## src/rtl/lc4_alu_pkg.sv

```systemverilog
// Shared opcodes, state encoding and iteration count for the LC4 multiply/divide unit.
// Also holds the opcode-support helper used at operation acceptance.
package lc4_alu_pkg;

    localparam logic [15:0] ALU_CTL_MUL = 16'd1;
    localparam logic [15:0] ALU_CTL_DIV = 16'd3;
    localparam logic [15:0] ALU_CTL_MOD = 16'd4;

    localparam int unsigned ITER_COUNT = 16;

    typedef enum logic [1:0] {
        IDLE,
        RUN,
        DONE
    } state_t;

    typedef enum logic [1:0] {
        OP_MUL,
        OP_DIV,
        OP_MOD
    } op_t;

    function automatic logic is_supported(input logic [15:0] ctl);
        return (ctl == ALU_CTL_MUL) || (ctl == ALU_CTL_DIV) || (ctl == ALU_CTL_MOD);
    endfunction

endpackage

```

## src/rtl/lc4_muldiv_step.sv

```systemverilog
// One combinational iteration of the LSB-first shift-add multiplier or the
// MSB-first unsigned restoring divider.
module lc4_muldiv_step
    import lc4_alu_pkg::*;
(
    input  op_t         op,
    input  logic [15:0] acc,
    input  logic [15:0] sh,
    input  logic [15:0] opnd,
    output logic [15:0] acc_nxt,
    output logic [15:0] sh_nxt,
    output logic [15:0] opnd_nxt
);

    logic        no_borrow;
    logic [15:0] rem_sub;

    // Partial remainder is always < divisor, so {acc, bit} can reach 17 bits
    // but the difference after a successful subtract always fits in 16.
    assign no_borrow = ({1'b0, acc, sh[15]} >= {2'b00, opnd});
    assign rem_sub   = {acc[14:0], sh[15]} - opnd;

    always_comb begin
        acc_nxt  = acc;
        sh_nxt   = sh;
        opnd_nxt = opnd;
        if (op == OP_MUL) begin
            if (sh[0]) begin
                acc_nxt = acc + opnd;
            end
            sh_nxt   = {1'b0, sh[15:1]};
            opnd_nxt = {opnd[14:0], 1'b0};
        end else begin
            if (no_borrow) begin
                acc_nxt = rem_sub;
                sh_nxt  = {sh[14:0], 1'b1};
            end else begin
                acc_nxt = {acc[14:0], sh[15]};
                sh_nxt  = {sh[14:0], 1'b0};
            end
        end
    end

endmodule

```

## src/rtl/lc4_alu_muldiv.sv

```systemverilog
// Iterative 16-bit MUL/DIV/MOD unit for the LC4 datapath, 16 iterations per op.
// Optional LC4_MULDIV_DIV0_FAST_EN: divide by zero completes without iterating.
module lc4_alu_muldiv
    import lc4_alu_pkg::*;
(
    input  logic        clk,
    input  logic        rst_n,
    input  logic        i_start,
    input  logic [15:0] i_alu_ctl,
    input  logic [15:0] i_r1data,
    input  logic [15:0] i_r2data,
    output logic        o_busy,
    output logic        o_valid,
    output logic [15:0] o_result
);

    state_t      state_q, state_d;
    op_t         op_q, op_d;
    logic [4:0]  cnt_q;
    logic [15:0] acc_q, sh_q, opnd_q;
    logic [15:0] acc_nxt, sh_nxt, opnd_nxt;
    logic        b_zero_q;
    logic        accept, div0_now, last_iter;
    logic [15:0] final_res;

    lc4_muldiv_step u_step (
        .op       (op_q),
        .acc      (acc_q),
        .sh       (sh_q),
        .opnd     (opnd_q),
        .acc_nxt  (acc_nxt),
        .sh_nxt   (sh_nxt),
        .opnd_nxt (opnd_nxt)
    );

    assign accept    = i_start && is_supported(i_alu_ctl) && (state_q != RUN);
    assign div0_now  = (i_alu_ctl != ALU_CTL_MUL) && (i_r2data == '0);
    assign last_iter = (state_q == RUN) && (cnt_q == 5'(ITER_COUNT - 1));

    always_comb begin
        op_d = OP_MUL;
        if (i_alu_ctl == ALU_CTL_DIV) begin
            op_d = OP_DIV;
        end else if (i_alu_ctl == ALU_CTL_MOD) begin
            op_d = OP_MOD;
        end
    end

    always_comb begin
        final_res = acc_nxt;
        if (op_q != OP_MUL && b_zero_q) begin
            final_res = '0;
        end else if (op_q == OP_DIV) begin
            final_res = sh_nxt;
        end
    end

    always_comb begin
        state_d = state_q;
        case (state_q)
            IDLE, DONE: begin
                state_d = IDLE;
                if (accept) begin
`ifdef LC4_MULDIV_DIV0_FAST_EN
                    state_d = div0_now ? DONE : RUN;
`else
                    state_d = RUN;
`endif
                end
            end
            RUN: begin
                if (last_iter) begin
                    state_d = DONE;
                end
            end
            default: state_d = IDLE;
        endcase
    end

    always_ff @(posedge clk or negedge rst_n) begin
        if (!rst_n) begin
            state_q  <= IDLE;
            op_q     <= OP_MUL;
            cnt_q    <= '0;
            acc_q    <= '0;
            sh_q     <= '0;
            opnd_q   <= '0;
            b_zero_q <= 1'b0;
            o_busy   <= 1'b0;
            o_valid  <= 1'b0;
            o_result <= '0;
        end else begin
            state_q <= state_d;
            o_busy  <= (state_d == RUN);
            o_valid <= (state_d == DONE);
            if (accept) begin
                op_q     <= op_d;
                cnt_q    <= '0;
                acc_q    <= '0;
                b_zero_q <= div0_now;
                // MUL shifts the multiplier in sh; DIV/MOD shift the dividend there.
                sh_q     <= (op_d == OP_MUL) ? i_r2data : i_r1data;
                opnd_q   <= (op_d == OP_MUL) ? i_r1data : i_r2data;
`ifdef LC4_MULDIV_DIV0_FAST_EN
                if (div0_now) begin
                    o_result <= '0;
                end
`endif
            end else if (state_q == RUN) begin
                acc_q  <= acc_nxt;
                sh_q   <= sh_nxt;
                opnd_q <= opnd_nxt;
                cnt_q  <= last_iter ? '0 : cnt_q + 5'd1;
                if (last_iter) begin
                    o_result <= final_res;
                end
            end
        end
    end

endmodule

```

## config.mk

```make
export PLATFORM = sky130hd
export DESIGN_NAME = lc4_alu_muldiv
export DESIGN_NICKNAME = d
export VERILOG_FILES = /design/src/rtl/lc4_alu_pkg.sv /design/src/rtl/lc4_muldiv_step.sv /design/src/rtl/lc4_alu_muldiv.sv
export SDC_FILE = /design/constraint.sdc
export NUM_CORES = 1
export LEC_CHECK = 0
export CAP_MARGIN = 20
export CORE_ASPECT_RATIO = 0.75
export CORE_MARGIN = 2
export CORE_UTILIZATION = 62
export CTS_BUF_LIST = sky130_fd_sc_hd__clkbuf_16
export CTS_CLUSTER_SIZE = 12
export DETAILED_ROUTE_END_ITERATION = 6
export HOLD_SLACK_MARGIN = 0.02
export PLACE_DENSITY = 0.84
export SLEW_MARGIN = 15
export SYNTH_ARGS = -nofsm -noshare
export SYNTH_HDL_FRONTEND = slang
export SYNTH_SLANG_ARGS = --single-unit
```

## constraint.sdc

```tcl
create_clock -name clk -period 4.8 [get_ports clk]
set_clock_uncertainty 0.05 [all_clocks]
set_input_delay 0.48 -clock clk [delete_from_list [all_inputs] [get_ports clk]]
set_output_delay 0.48 -clock clk [all_outputs]
set_load 0.005 [all_outputs]
```

# == Yosys cells after proc, flatten, opt, wreduce, memory -nomap -nowiden ==
# Cells that the tools add are included.
# word_totals
regBits,76
output_inout_bits,18
# op_classes
n_addsub,3
reduce_logical,17
n_eq_ne,11
order_cmp,1
bitwise,1
mux,24
# ops
operator,count
$mux 16,15
$ge 17x16->1,1
$add 16x16->16,1
$eq 16x1->1 const B,1
$eq 16x2->1 const B,1
$eq 16x3->1 const B,1
$logic_not 16->1,1
$ne 16x1->1 const B,1
$sub 16x16->16,1
$mux 5,3
$eq 2x1->1 const B,3
$logic_not 2->1,3
$mux 2,3
$reduce_bool 2->1,3
$add 5x1->5 const B,1
$eq 5x4->1 const B,1
$logic_and 1x1->1,5
$eq 2x2->1 const B,2
$pmux 2 s2,1
$reduce_and 3->1,1
$logic_or 1x1->1,2
$mux 1,2
$ne 2x1->1 const B,1
$reduce_and 2->1,1
other kinds (2),2

# == Logic depth before layout (Yosys ltp) ==
# depth
word_depth,8
ltp_mapped,13

# == Hierarchy ==
# From an unflattened synthesis, not the netlist that was laid out.
# unflattened
cells_unflattened,776
hier_area_um2,6278.5
# by_module_without_submodules
mod,seq_area_each_um2,area_per_inst_um2,instances,cells_each
lc4_alu_muldiv,1901.8,3852.4,1,392
lc4_muldiv_step,0.0,2426.1,1,384

# == Worst setup path before layout ==
# OpenSTA, ideal clock, no wires.
# synth_timing
kind,reg2reg
from,register acc_q[11]
to,register o_result[9]
path_slack_ps,2177
arrival_ps,2447
stages_incl_launch_ff,12
setup_time_ps,126
cell_sequence,dfrtp_1 ha_1 buf_6 a21o_1 a221oi_2 a31oi_1 or3_1 buf_6 buf_6 a21oi_2 nor3_1 a221o_1
# synth_via
elab_chain_cells,5
# synth_lines
element,line_no,text
start: declaration,lc4_alu_muldiv.sv:20,"logic [15:0] acc_q, sh_q, opnd_q;"
start signal: assignment,lc4_alu_muldiv.sv:110,acc_q <= acc_nxt;
$ge 17x16->1,lc4_muldiv_step.sv:20,"assign no_borrow = ({1'b0, acc, sh[15]} >= {2'b00, opnd});"
$mux 16,lc4_muldiv_step.sv:34,if (no_borrow) begin
$mux 16,lc4_muldiv_step.sv:27,if (op == OP_MUL) begin
$mux 16,lc4_alu_muldiv.sv:53,end else if (op_q == OP_DIV) begin
$mux 16,lc4_alu_muldiv.sv:51,if (op_q != OP_MUL && b_zero_q) begin
end signal: assignment,lc4_alu_muldiv.sv:115,o_result <= final_res;
end: declaration,lc4_alu_muldiv.sv:14,output logic [15:0] o_result
# No other way between the ends.
# A chain may end at the register's enable or synchronous reset.

# == Worst setup path after layout ==
# layout_timing
from,register opnd_q[12]
to,register o_result[9]
# layout_via
elab_chain_cells,5
# layout_lines
element,line_no,text
start: declaration,lc4_alu_muldiv.sv:20,
start signal: assignment,lc4_alu_muldiv.sv:103,opnd_q <= (op_d == OP_MUL) ? i_r1data : i_r2data;
start signal: assignment,lc4_alu_muldiv.sv:112,opnd_q <= opnd_nxt;
$ge 17x16->1,lc4_muldiv_step.sv:20,
$mux 16,lc4_muldiv_step.sv:34,
$mux 16,lc4_muldiv_step.sv:27,
$mux 16,lc4_alu_muldiv.sv:53,
$mux 16,lc4_alu_muldiv.sv:51,
# No other way between the ends.

==> results.yml <==
run_status:
  status: "finished clean"
setup_path:
  r2r-end: "o_result[9]$_DFFE_PN0P_"
  endpoint: "o_result[9]$_DFFE_PN0P_"
  endpoint_kind: "flip-flop"
  cp.arrival_ps: 3650
  reg2reg_from: "opnd_q[12]$_DFFE_PN0P_"
  start_kind: "flip-flop"
  path_class: "reg2reg"
  r2r_slack_ps: 1320
  reg2reg_depth: 10
  setup.worst_path.start: "opnd_q[12]$_DFFE_PN0P_"
  worstPathRequired_ps: 4970
  crit_fanout: 27
detailed_routing:
  wl_per_cell_um: 21.3
  drtIter0Drc: 575
  post-route-drc-count: 0
  via_count: 5823
  wl_um: 18800
  first_pass_iters: 7
  vias_per_cell: 6.62
  ant_nets: 0
floorplanning:
  core.rowCount: 30
  die_y_um: 87.8
  initial_core_util: 0.640
  io-pin-count: 69
  core_sq_um: 9080
  die_area_sq_um: 10200
  fp.dieW_um: 116
global_routing:
  overflow: 0
  grt_pass1_wl_um: 28400
  first_global_vias: 5292
  grt_start_max_net_pins: 77
  grt_use_total: 0.371
  antenna_found_initial: 0
layout:
  area_growth_syn_to_layout_pct: 18.2
  regArea_sq_um: 1900
  final_nets: 832
  stdcell_area_sq_um: 6860
  diodes: 0
  n_fill_cell: 690
  multi_input_area_sq_um: 3640
  drive_above_1_share: 0.0533
logic_synthesis:
  syn_area_sq_um: 5810
  ys_seq_elements: 76
  syn_inst: 701
  avgSynthCellArea_sq_um: 8.29
  synth_common_cells: "nand2_1 (87), dfrtp_1 (76), nor2_1 (63)"
  synth.largest_area_cell: "dfrtp_1"
  synth_most_common_cell: "nand2_1"
  yosysSeqAreaShare: 0.327
  synth_enable_flop_cells: 0
  synth.net_count: 786
  async_flop_share: 1.00
  ys.flop_type: "dfrtp_1"
  synth.area.top_cells: "dfrtp_1 (33%), mux2i_1 (7.4%), ha_1 (6.9%)"
  yosysWarnings: 0
  yosysUniqueCellTypes: 61
  synth_top_area_frac: 0.327
sta:
  finalHoldViolCount: 0
  slew-limit-headroom: 0.266
  max_freq_mhz: 288
  finalCritPeriodShare: 0.725
  fin_crit_ps: 3480
  rsz0062_at_grt: "no"
  drv_slew: 0
  max_slew.worst_pin.slew_ps: 1100
  setup_viol: 0
  tns_ps: 0
placement:
  place_area_sq_um: 6530
  port_buffers: 68
  hpwl_um: 13600
  gp_congestion: 0.935
clocking:
  clock_latency_ps: 340
  cts-resized-gates: 0
  cts_max_level: 3
  hold_buffers: 0
  cts_tree: "done"
  clk_pin_slew_worst_paths_ps: 60
  post_cts_buffers: 0
  root_buffer: "clkbuf_16"
  cts_num_sinks: 76
  clockBufferDepth: 2
  numCtsBuffers: 9
min_path:
  min_path_type: "in2async"
power_and_ir_drop:
  leakagePower_nw: 2.79
  ir_drop_mv: 0.161
  p_per_area_nw_per_um2: 223
run:
  drv_cap: 0
## registers in the layout (all words and copies together) (netlist names), 2 cells and up
name and flops:
acc_q 16, o_result 16, op_q 2, cnt_q 5
opnd_q 16, sh_q 16, state_q 2
## metal layers
| metal | part of all wire | GRT usage | up-vias |
|---|---|---|---|
| li1 | - | - | 2660 |
| met1 | 0.43 | 0.524 | 2779 |
| met2 | 0.43 | 0.563 | 348 |
| met3 | 0.13 | 0.115 | 36 |
| met4 | 0.015 | 0.0887 | 0 |
| met5 | 0 | 0 | - |
## metrics by stage
stage | total power (W) | std cells | setup slack [ps] | utilization | hold WS, ps
global route | 0.00158 | 879 | 1170 | 0.756 | 303
finish | 0.00153 | 879 | 1320 | 0.756 | 236
detailed placement | 0.000822 | 863 | 1330 | 0.719 | 451
CTS | 0.00153 | 878 | 1420 | 0.753 | 293
floorplan | 0.000739 | 701 | 2180 | - | 134
global placement | 0.000818 | 863 | 1440 | 0.719 | 441
## logic make-up (layout without fill, tap and decap cells)
| family | count (synthesis) | count (layout) | synth area share |
|---|---|---|---|
| AO/OA/AOI/OAI | 235 | 235 | 0.261 |
| AND/OR/NAND/NOR | 221 | 221 | 0.172 |
| flip-flops | 76 | 76 | 0.327 |
| buffers and inverters | 66 | 116 | 0.0489 |
| multiplexers | 46 | 46 | 0.0799 |
| adder cells (fa/ha/maj) | 34 | 34 | 0.0758 |
| XOR/XNOR | 23 | 23 | 0.0347 |
## report_power, final
part / internal, W / switching, W
clock network: 0.000449 / 0.000267
logic: 0.0000744 / 0.0000762
registers: 0.000649 / 0.0000153
## worst min path at each step
stage,to
5_1_grt,opnd_q[10]$_DFFE_PN0P_
2_1_floorplan,acc_q[0]$_DFFE_PN0P_
3_3_place_gp,state_q[0]$_DFF_PN0_
6_report,opnd_q[10]$_DFFE_PN0P_
3_5_place_dp,cnt_q[4]$_DFFE_PN0P_
4_1_cts,opnd_q[10]$_DFFE_PN0P_
## critical path, cell delays in order, from the launching register on
cell,delay (ps)
dfrtp_1,430
inv_1,80
ha_1,420
and4_1,320
nand2_1,90
a2111oi_0,300
or3_1,910
o21ai_0,230
a21oi_2,180
nor3_1,70
a221o_1,270
## layout by cell type (no fill, tap or decap), drive strengths merged, types with 9 or more instances in the layout
master / count
nand2: 87
dfrtp: 76
clkdlybuf4s50: 67
o21ai: 67
nor2: 63
a21oi: 49
mux2i: 43
ha: 32
a211oi: 27
inv: 25
a31oi: 20
a22oi: 14
xnor2: 12
nand3: 11
xor2: 11
a21o: 10
buf: 10
nor3: 9
clkbuf: 9
## final cells by class
cell class                 instances  area share
tap                              128      0.0233
timing repair buffer              77       0.112
multi-input combinational        559       0.530
clock inverter                     6      0.0118
clock buffer                       9      0.0328
inverter                          24      0.0131
sequential                        76       0.277
Power figures use the tool's default switching activity.
